`config.mk`:
```
export PLATFORM = sky130hd
export DESIGN_NAME = scan_controller_flat
export DESIGN_NICKNAME = d
export VERILOG_FILES = /design/src/rtl/scan_controller_if.sv /design/src/rtl/scan_controller.sv /design/src/flat_wrapper.sv
export SDC_FILE = /design/constraint.sdc
export NUM_CORES = 1
export LEC_CHECK = 0
export CAP_MARGIN = 20
export CORE_ASPECT_RATIO = 1.25
export CORE_MARGIN = 10
export CORE_UTILIZATION = 44
export CTS_CLUSTER_SIZE = 24
export DETAILED_ROUTE_END_ITERATION = 10
export MAX_ROUTING_LAYER = met4
export PLACE_DENSITY_LB_ADDON = 0.25
export SLEW_MARGIN = 20
export SYNTH_ARGS = -nofsm -noshare
export SYNTH_HDL_FRONTEND = slang
export SYNTH_SLANG_ARGS = --single-unit
export TNS_END_PERCENT = 5
```
`constraint.sdc`:
```
create_clock -name CLK -period 2.1 [get_ports CLK]
set_input_delay 0.315 -clock CLK [delete_from_list [all_inputs] [get_ports CLK]]
set_output_delay 0.315 -clock CLK [all_outputs]
set_load 0.005 [all_outputs]
```
`src/rtl/scan_controller_if.sv`:
```
// Display-side bus of the scan controller: load handshake in, scan/frame state out.
// Signals are plain wires. Timing is owned by scan_controller, and every output is registered there.
interface scan_controller_if;
  logic       LOAD;
  logic [9:0] DIN;
  logic [1:0] SEL;
  logic [9:0] DATA;
  logic [2:0] DIG_EN;
  logic       BLANK;
  logic       BUSY;
  logic       ACK;
  logic       OVF;

  modport master (
    output LOAD, DIN,
    input  SEL, DATA, DIG_EN, BLANK, BUSY, ACK, OVF
  );

  modport slave (
    input  LOAD, DIN,
    output SEL, DATA, DIG_EN, BLANK, BUSY, ACK, OVF
  );
endinterface

```
`src/rtl/scan_controller.sv`:
```
// 3-digit scan sequencer: a mod-4 digit slot of DIV cycles, with frame-aligned value updates and leading-zero blanking.
// Registered outputs. A load is applied at the next 3->0 boundary (1..4*DIV cycles later), and LOAD is never refused.
module scan_controller #(
  parameter int DIV = 50000
) (
  input  logic          CLK,
  input  logic          RST_n,
  scan_controller_if.slave bus
);
  localparam int CW = (DIV > 1) ? $clog2(DIV) : 1;
  localparam logic [9:0] MAXV = 10'd999;

  logic [CW-1:0] cnt;
  logic [9:0]    pend;

  logic          tick;
  logic          boundary;
  logic          do_apply;
  logic [9:0]    apply_src;
  logic [1:0]    sel_n;
  logic [9:0]    data_n;
  logic [2:0]    en_n;
  logic          blank_n;

  always_comb begin
    tick      = (cnt == CW'(DIV - 1));
    boundary  = tick && (bus.SEL == 2'd3);
    // A LOAD arriving on the boundary cycle bypasses the pending register.
    apply_src = bus.LOAD ? bus.DIN : pend;
    do_apply  = boundary && (bus.LOAD || bus.BUSY);
    sel_n     = tick ? bus.SEL + 2'd1 : bus.SEL;
    data_n    = bus.DATA;
    if (do_apply) data_n = (apply_src > MAXV) ? MAXV : apply_src;

    en_n = 3'b000;
    case (sel_n)
      2'd0:    en_n = 3'b001;
      2'd1:    en_n = 3'b010;
      2'd2:    en_n = 3'b100;
      default: en_n = 3'b000;
    endcase

    blank_n = 1'b0;
    case (sel_n)
      2'd1:    blank_n = (data_n < 10'd10);
      2'd2:    blank_n = (data_n < 10'd100);
      2'd3:    blank_n = 1'b1;
      default: blank_n = 1'b0;
    endcase
  end

  always_ff @(posedge CLK or negedge RST_n) begin
    if (!RST_n) begin
      cnt        <= '0;
      pend       <= '0;
      bus.SEL    <= 2'd0;
      bus.DIG_EN <= 3'b001;
      bus.DATA   <= '0;
      bus.BLANK  <= 1'b0;
      bus.BUSY   <= 1'b0;
      bus.ACK    <= 1'b0;
      bus.OVF    <= 1'b0;
    end else begin
      cnt        <= tick ? '0 : cnt + 1'b1;
      bus.SEL    <= sel_n;
      bus.DIG_EN <= en_n;
      bus.DATA   <= data_n;
      bus.BLANK  <= blank_n;
      bus.ACK    <= do_apply;
      if (bus.LOAD) pend <= bus.DIN;
      if (do_apply) begin
        bus.BUSY <= 1'b0;
        if (apply_src > MAXV) bus.OVF <= 1'b1;
      end else if (bus.LOAD) begin
        bus.BUSY <= 1'b1;
      end
    end
  end
endmodule

```
`src/flat_wrapper.sv`:
```
// flat-port wrapper written by rule: the top's interface ports become plain ports
module scan_controller_flat 
#(
  parameter int DIV = 50000
)
  (CLK, RST_n, bus_LOAD, bus_DIN, bus_SEL, bus_DATA, bus_DIG_EN, bus_BLANK, bus_BUSY, bus_ACK, bus_OVF);
  scan_controller_if bus_i ();
  input  logic CLK;
  input  logic RST_n;
  input wire logic [$bits(bus_i.LOAD)-1:0] bus_LOAD;
  input wire logic [$bits(bus_i.DIN)-1:0] bus_DIN;
  output wire logic [$bits(bus_i.SEL)-1:0] bus_SEL;
  output wire logic [$bits(bus_i.DATA)-1:0] bus_DATA;
  output wire logic [$bits(bus_i.DIG_EN)-1:0] bus_DIG_EN;
  output wire logic [$bits(bus_i.BLANK)-1:0] bus_BLANK;
  output wire logic [$bits(bus_i.BUSY)-1:0] bus_BUSY;
  output wire logic [$bits(bus_i.ACK)-1:0] bus_ACK;
  output wire logic [$bits(bus_i.OVF)-1:0] bus_OVF;
  assign bus_i.LOAD = bus_LOAD;
  assign bus_i.DIN = bus_DIN;
  assign bus_SEL = bus_i.SEL;
  assign bus_DATA = bus_i.DATA;
  assign bus_DIG_EN = bus_i.DIG_EN;
  assign bus_BLANK = bus_i.BLANK;
  assign bus_BUSY = bus_i.BUSY;
  assign bus_ACK = bus_i.ACK;
  assign bus_OVF = bus_i.OVF;
  scan_controller #(.DIV(DIV)) u_core (.CLK(CLK), .RST_n(RST_n), .bus(bus_i));
endmodule
```
# ---- Word-level counts from Yosys, hierarchy flattened
# Index checks and enable logic that the tools add are counted.
dict set report totals {
  register_bits 45
  output_inout_bits 19
  elab_cells 34
}
dict set report op_classes {
  n_addsub 2
  order_cmp 3
  n_eq_ne 5
  muxes 9
  n_reduce_logical 6
}
# op count
set ops {}
lappend ops {{2-to-1 mux 10 bit} 3}
lappend ops {{adder 16 x 1 -> 16 bit (second input constant)} 1}
lappend ops {{== test 16 bit (second input constant)} 1}
lappend ops {{2-to-1 mux 16 bit} 1}
lappend ops {{> comparator 10 bit (second input constant)} 1}
lappend ops {{< comparator 10 x 4 -> 1 bit (second input constant)} 1}
lappend ops {{< comparator 10 x 7 -> 1 bit (second input constant)} 1}
lappend ops {{one-hot mux 3 bit (3 select lines)} 1}
lappend ops {{== test 2 bit (second input constant)} 3}
lappend ops {{one-hot mux 1 bit (3 select lines)} 1}
lappend ops {{adder 2 x 1 -> 2 bit (second input constant)} 1}
lappend ops {{== test 2 x 1 -> 1 bit (second input constant)} 1}
lappend ops {{logical AND 1 bit} 2}
lappend ops {{zero test 2 bit} 1}
lappend ops {{2-to-1 mux 1 bit} 2}
lappend ops {{2-to-1 mux 2 bit} 1}
lappend ops {{AND reduction 2 bit} 1}
lappend ops {{nonzero test 2 bit} 1}
lappend ops {{logical OR 1 bit} 1}

# ---- Logic depth before layout (Yosys ltp)
# Gate-level depths: netlist (run 1).
dict set report depth {
  depth_word 6
  depth_mapped 9
  ltp_nobuf 8
}

# ---- Least setup slack after synthesis (run 1)
# OpenSTA, ideal clock, no wires.
dict set report synth_path {
  path_kind {reg2reg}
  start {reg u_core.cnt[0]}
  end {reg u_core.bus.BLANK}
  setup_ps 87
  t_arrival_ps 1819
  t_required_ps 2013
  slack_ps 194
  stages_incl_launch_ff 10
  n_path_buf 2
  synth_period_minus_slack_ps 1906
  cell_sequence {dfrtp_1 ha_1 and3_1 and4_1 buf_4 buf_2 a211oi_1 a31oi_1 o32a_1 a211oi_2}
}
dict set report synth_via {
  elab_chain_cells 6
}
# item line_no
set synth_lines {}
lappend synth_lines {{from (decl)} scan_controller.sv:13} ;# logic [CW-1:0] cnt;
lappend synth_lines {{from (signal assigned)} scan_controller.sv:64} ;# cnt <= tick ? '0 : cnt + 1'b1;
lappend synth_lines {{== test 16 bit (*)} scan_controller.sv:26} ;# tick = (cnt == CW'(DIV - 1));
lappend synth_lines {{logical AND 1 bit} scan_controller.sv:27} ;# boundary = tick && (bus.SEL == 2'd3);
lappend synth_lines {{logical AND 1 bit} scan_controller.sv:30} ;# do_apply = boundary && (bus.LOAD || bus.BUSY);
lappend synth_lines {{2-to-1 mux 10 bit} scan_controller.sv:33} ;# if (do_apply) data_n = (apply_src > MAXV) ? MAXV : apply_src;
lappend synth_lines {{< comparator 10 x 7 -> 1 bit or < comparator 10 x 4 -> 1 bit (tied branches)} {scan_controller.sv:46, scan_controller.sv:45}}
lappend synth_lines {{one-hot mux 1 bit (3 select lines) (*)} scan_controller.sv:44} ;# case (sel_n)
lappend synth_lines {{named net u_core.blank_n} scan_controller.sv:23} ;# logic blank_n;
lappend synth_lines {{to (signal assigned)} scan_controller.sv:68} ;# bus.BLANK <= blank_n;
lappend synth_lines {{to (decl)} scan_controller_if.sv:21} ;# output SEL, DATA, DIG_EN, BLANK, BUSY, ACK, OVF
# Mark *: on every way through the listed nets, which the timed path passes. The rest lies on a longest branch.
# A chain may end at the register's enable or synchronous reset.

# ---- Final worst setup path (run 1)
dict set report layout_path {
  start {reg u_core.cnt[0]}
  end {reg u_core.bus.BLANK}
}
# item line_no
set layout_rtl {}
lappend layout_rtl {{== test 16 bit (*)} scan_controller.sv:26}
lappend layout_rtl {{2-to-1 mux 2 bit (*)} scan_controller.sv:31} ;# sel_n = tick ? bus.SEL + 2'd1 : bus.SEL;
lappend layout_rtl {{named net u_core.sel_n[1]} scan_controller.sv:20} ;# logic [1:0] sel_n;
lappend layout_rtl {{== test 2 bit or == test 2 x 1 -> 1 bit (tied branches)} scan_controller.sv:44}
lappend layout_rtl {{one-hot mux 1 bit (3 select lines) (*)} scan_controller.sv:44}
lappend layout_rtl {{named net u_core.blank_n} scan_controller.sv:23}
# Marked as above.

==> flow_summary.yaml, run 1 <==
global_routing:
  grt_start_max_net_pins: 24
  grt_pass1_vias: 1477
  overflow: 0
  grt_usage_pct: 11.6
  grt_pass1_wl_mm: 6.82
  antenna_found_initial: 0
power:
  power.internal_mw: 1.21
  clkPwrFrac_pct: 35.1
  p_total_mw: 1.56
  seqPwrFrac_pct: 57.3
  pwr-share-comb_pct: 7.7
  peakVddDrop_mv: 0.463
  swShare_pct: 22.0
  p_leak_nw: 1.28
  switchingPower_mw: 0.343
  p_per_area_mw_per_mm2: 578
outcome:
  status: "finished, final reports clean"
clock_network:
  cts_num_sinks: 45
  clkTransAtPathRegs_ps: 90
  cts-buffers-inserted: 5
  htree_levels: 2
  insertion_delay_ps: 300
  clk_path_buf_depth: 2
  ctsRootBufferMaster: "clkbuf_8"
  cts_tree: "yes"
timing:
  period_minus_slack_ps: 1990
  tns_ps: 0
  hold_viol_final: 0
  slew_headroom_pct: 64.6
  setup_viol: 0
  period_share_pct: 94.8
  max_freq_mhz: 502
  skew_ps: 16.7
  worstMarginPinSlew_ps: 532
  drv_slew: 0
die:
  initial_utilization_pct: 45.7
  dieWidth_um: 80.6
  dieArea_mm2: 0.00772
  fp-row-count: 27
  core_mm2: 0.00443
  die_h_um: 95.8
  boundaryPins: 32
drt:
  remaining_drc_errors: 0
  vias: 1483
  drtAntennaViolNets: 0
  viasPerCell: 4.91
  firstDrtPassIters: 4
  wirelength_mm: 4.09
  first_iter_violations: 66
  wire_per_inst_um: 13.5
cells_and_area:
  areaGrowthSynthToFinish_pct: 33.2
  nNetsFinal: 258
  stdcell_count: 302
  drive_above_1_share_pct: 21.3
  antenna_cells: 0
  fill_cells: 375
critical_path:
  crit_fanout: 11
  worstPathRequired_ps: 2330
  end_kind: "register"
  critPathArrivalTime_ps: 2220
  critPathKind: "register to register"
  cp-start-kind: "register"
synth:
  synthesis.instances: 184
  synth_area_mm2: 0.00202
  syn_area_per_cell_um2: 11.0
  synth_seq_cells: 45
  async_reset_ff_share_pct: 100
  synth_nets: 199
  synth_flop_cell: "dfrtp_1"
  synth_warnings: 0
  synth_edf_count: 0
  ys_types: 46
  yosysSeqAreaShare_pct: 55.8
placed_design:
  port_buffers: 31
  hpwlAfterDp_mm: 3.07
  gp_congestion: 0.833
  placedCellCount: 290
worst_hold_path:
  hold_path.class: "register to register"
job:
  drv_cap: 0
power groups by stage:
| stage | logic [mW] | registers (mW) | clock network [mW] |
|---|---|---|---|
| final | 0.119 | 0.892 | 0.546 |
| after global routing | 0.133 | 0.894 | 0.608 |
| after global placement | 0.114 | 0.907 | 0 |
| after floorplan | 0.0438 | 0.906 | 0 |
| after CTS | 0.117 | 0.890 | 0.573 |
| after detailed placement | 0.114 | 0.908 | 0 |
area by class of cell:
cell class,instances,area (um2),share of cell area [%]
flip-flops and latches,45,1130,41.9
multi-input cells,120,820,30.4
repair buffers,58,531,19.7
clock buffers,7,86.3,3.21
well taps,58,72.6,2.70
inverters,13,48.8,1.81
clock inverters,1,7.51,0.279
Yosys cell counts (all sizes together) (2+ instances only):
| cell type | instances | share of area [%] |
|---|---|---|
| a211oi | 2 | 0.99 |
| a21oi | 3 | 0.74 |
| a31o | 2 | 0.87 |
| a31oi | 5 | 1.9 |
| and3 | 6 | 1.9 |
| buf | 5 | 1.8 |
| dfrtp | 44 | 54 |
| ha | 2 | 1.2 |
| inv | 13 | 2.4 |
| mux2 | 3 | 1.9 |
| mux2i | 8 | 4.0 |
| nand2 | 19 | 3.7 |
| nand3 | 8 | 2.0 |
| nor2 | 14 | 2.6 |
| nor2b | 4 | 1.2 |
| nor3 | 4 | 1.2 |
| o21ai | 11 | 2.9 |
| xnor2 | 5 | 2.2 |
| xor2 | 9 | 3.9 |
metal layers:
metal	wire, um	GRT usage, %	vias up
li1	-	-	749
met1	1790	13.0	699
met2	2040	18.9	29
met3	207	3.73	6
met4	48	3.97	0
met5	0	-	-
sequential cells by signal, summed over array words and instances, names as in the netlist:
| name | count |
|---|---|
| u_core.bus.ACK | 1 |
| u_core.bus.BLANK | 1 |
| u_core.bus.BUSY | 1 |
| u_core.bus.DATA | 10 |
| u_core.bus.DIG_EN | 3 |
| u_core.bus.OVF | 1 |
| u_core.bus.SEL | 2 |
| u_core.cnt | 16 |
| u_core.pend | 10 |
worst max-delay path: stages (launching register included):
cell,delay [ps]
dfrtp_1,390
ha_2,190
and3_1,160
and4_1,210
buf_6,150
mux2_4,230
o21ai_2,60
o32a_1,350
a211oi_2,180
cells in the final DEF (no fill, tap or decap), types with 2 or more instances in the layout:
| master | instances |
|---|---|
| nand3_1 | 8 |
| mux2_2 | 2 |
| mux2i_1 | 5 |
| xnor2_1 | 5 |
| dfrtp_1 | 44 |
| a31oi_1 | 4 |
| and3_1 | 6 |
| inv_1 | 12 |
| nand2_1 | 18 |
| buf_6 | 2 |
| buf_4 | 23 |
| nor2_1 | 14 |
| nor2b_1 | 4 |
| clkdlybuf4s50_1 | 30 |
| clkbuf_8 | 6 |
| nor3_1 | 3 |
| a31o_2 | 2 |
| a21oi_1 | 3 |
| mux2i_2 | 3 |
| o21ai_1 | 2 |
| o21ai_0 | 8 |
| xor2_1 | 9 |
through the flow:
| stage | worst slack [ps] | cell area, um2 | utilization [%] | hold WS, ps |
|---|---|---|---|---|
| 4_1_cts | 58.7 | 2650 | 59.9 | 455 |
| 3_3_place_gp | -188 | 2540 | 57.5 | 322 |
| 2_1_floorplan | 194 | 2020 | - | 19.4 |
| 5_1_grt | -4.97 | 2690 | 60.8 | 494 |
| 6_report | 110 | 2690 | 60.8 | 452 |
| 3_5_place_dp | -176 | 2540 | 57.5 | 326 |
timing repair:
item,in CTS,in global routing
hold endpoints to repair,17,0
setup buffers,0,3
resized for setup,0,6
hold buffers,1,0
setup endpoints to repair,0,1
worst paths after layout:
| path | start | end | slack, ps | cells after the start |
|---|---|---|---|---|
| max | u_core.cnt[0] | u_core.bus.BLANK | 110 | 8 |
| min in group asynchronous | RST_n | u_core.bus.DATA[3] | 520 | 2 |
| max reg2reg | u_core.cnt[0] | u_core.bus.BLANK | 110 | 8 |
| min reg2reg | u_core.cnt[0] | u_core.cnt[0] | 450 | 1 |
| min | u_core.cnt[0] | u_core.cnt[0] | 450 | 1 |
| max in group asynchronous | RST_n | u_core.cnt[4] | 1070 | 3 |
cells by family (layout without fill, tap and decap cells):
family,count (synthesis),in the layout,synth area share [%]
compound gates,30,30,10.6
xor+xnor,14,14,6.06
fa+ha+maj,2,2,1.24
buf+inv,19,79,4.39
flops,45,45,55.8
mux,11,11,5.82
simple gates,63,63,16.2
(Power assumes the default switching activity.)
==> run 2: changes to the inputs <==
--- a/config.mk
+++ b/config.mk
@@ -13,6 +13,7 @@
 export DETAILED_ROUTE_END_ITERATION = 10
 export MAX_ROUTING_LAYER = met4
 export PLACE_DENSITY_LB_ADDON = 0.25
+export SKIP_LAST_GASP = 1
 export SLEW_MARGIN = 20
 export SYNTH_ARGS = -nofsm -noshare
 export SYNTH_HDL_FRONTEND = slang
==> results of run 2 <==
The final DEF is identical to that of run 1; final timing and power are the same.
==> patch: new RTL, config.mk and constraints of run 2 <==
`DIV` is set to 50000 in 2 places; all go to 25000.
--- a/src/rtl/scan_controller.sv
+++ b/src/rtl/scan_controller.sv
@@ -3,3 +3,3 @@
 module scan_controller #(
-  parameter int DIV = 50000
+  parameter int DIV = 25000
 ) (
--- a/src/flat_wrapper.sv
+++ b/src/flat_wrapper.sv
@@ -3,3 +3,3 @@
 #(
-  parameter int DIV = 50000
+  parameter int DIV = 25000
 )
Function: no difference found for any inputs over 10 cycles, from zero or initial values and one cycle with RST_n low; that may be too few to reach the edited logic, so the function may still have changed.
==> patch against run 2 <==
Sequential cell count decreased by 1; worst setup slack worse by 74 ps; die area is 0.19% higher; sequential share of layout area decreased by 1.7 points; routed wire length grew 16%; via count increased by 0.40%; design area rose by 2.0%; utilization grew 1.2 points; largest power group unchanged; non-clock buffer count is 6 higher; area after synthesis up 0.25%; sequential power decreased by 2%; total power decreased by 0.72%; final cell count is 2.6% lower.
==> patch: results (changes against run 2) <==
Logic synthesis
The area fraction of the dominant cell type after synthesis is 53.1% (-1.4 points). The mean post-synth cell area came to 12.1 µm² (+10%). The share of synthesized registers carrying an async set or reset is 100% (unchanged). The post-synth net total is 182 (-8.5%). The portion of the post-synthesis area used by sequential elements is 54.4% (-1.4 points). Yosys attributes the largest share of cell area to dfrtp_1 53%, nor2_1 3.5%, xor2_1 3.5%. The commonest cells after synthesis are 43 x dfrtp_1, 19 x nor2_1, 9 x inv_1, 9 x nand2_1, 8 x xor2_1.

Placed design
The placed cell area was 2610 µm² (+2.7%). The half-perimeter wire length of the detailed placement result is 3.54 mm (+15%). The worst slack after detailed placement is -426 ps (-250 ps). The instance count after placement with tap cells included is 283 (-2.4%).

Drt
The number of violations reported at the end of detailed-routing iteration 0 came to 89 (+35%). The detail-routed via count per cell came to 5.06 (+3.1%). The total detailed-routing wirelength is 4.73 mm (+16%).

Layout
The final cell count without fillers is 294 (-2.6%). The net total in the final layout is 250 (-3.1%).

Setup path
The launch instance of the worst register-to-register path is u_core.cnt[1]$_DFF_PN0_.

Timing
The worst hold slack was 91.1 ps (-361 ps). The max-slew headroom at the worst pin is 62.5% (-2.0 points). The worst setup skew after layout is 9.80 ps (-6.89 ps).

The final worst setup slack is 35.5 ps (-74.2 ps).

Global route
The via count of the first global-routing pass is 1545 (+4.6%). The wire length of the first global-routing pass is 7.78 mm (+14%). The maximum number of pins on one net before global-route repair is 45 (+88%).

Worst hold path
The path class of the tightest hold or removal check is input port to asynchronous set/reset pin.

Power
The leakage power figure was 1.29 nW (about the same). The internal power component is 1.19 mW (-1.7%).

Run status
The flow ran to the end, and the final reports show no timing, DRC or antenna violations.
patch: critical path, stage by stage, from the launching register on:
cell       delay (ps)
dfrtp_1           410
ha_4              170
and4_4            190
and4_2            270
buf_4             180
o2111ai_1         130
nand2_1           130
o41ai_2           310
o2111a_1          220
patch: per-layer routing:
layer / up-vias / part of all wire [%] / global-route usage (%) / wire length [µm]
li1: 720 / - / - / -
met1: 736 / 47 / 16.8 / 2200
met2: 29 / 46 / 18.9 / 2200
met3: 4 / 5.6 / 4.76 / 266
met4: 0 / 1.3 / 5.06 / 61
met5: - / 0 / - / 0
patch: area by class of cell:
type                            count  area (µm²)
Timing Repair Buffer               64         552
Tap cell                           58        72.6
Inverter                           10        37.5
Sequential cell                    44        1100
Clock buffer                        8        90.1
Fill cell                         362        1680
Multi-Input combinational cell    110         891
patch: power groups by stage:
stage	clock [mW]	combinational, mW	sequential (mW)
finish	0.553	0.121	0.872
global route	0.605	0.132	0.875
CTS	0.562	0.121	0.873
detailed placement	0	0.120	0.889
global placement	0	0.116	0.889
floorplan	0	0.0519	0.887
patch: timing repair:
item | CTS | global route
endpoints found under the hold margin | 0 | 0
pin swaps | 0 | 1
buffers inserted | 1 | 2
setup endpoints to repair | 1 | 1
gates resized for setup | 2 | 4
patch: logic make-up after synthesis:
logic type,Yosys count,share of synthesized area [%]
and+or+nand+nor,55,16.4
DFF,44,54.4
AOI/OAI and AO/OA,28,11.7
xor gates and xnor gates,13,5.99
buffers and inverters,13,3.33
muxes,12,7.04
adders and majority gates,2,1.23
patch: worst max path at each step:
| stage | endpoint | cells after the start |
|---|---|---|
| finish | u_core.bus.BLANK$_DFF_PN0_ | 8 |
| CTS | u_core.bus.BLANK$_DFF_PN0_ | 7 |
| global placement | u_core.bus.BLANK$_DFF_PN0_ | 8 |
| detailed placement | u_core.bus.BLANK$_DFF_PN0_ | 8 |
| floorplan | u_core.bus.BLANK$_DFF_PN0_ | 8 |
| global route | u_core.bus.BLANK$_DFF_PN0_ | 7 |
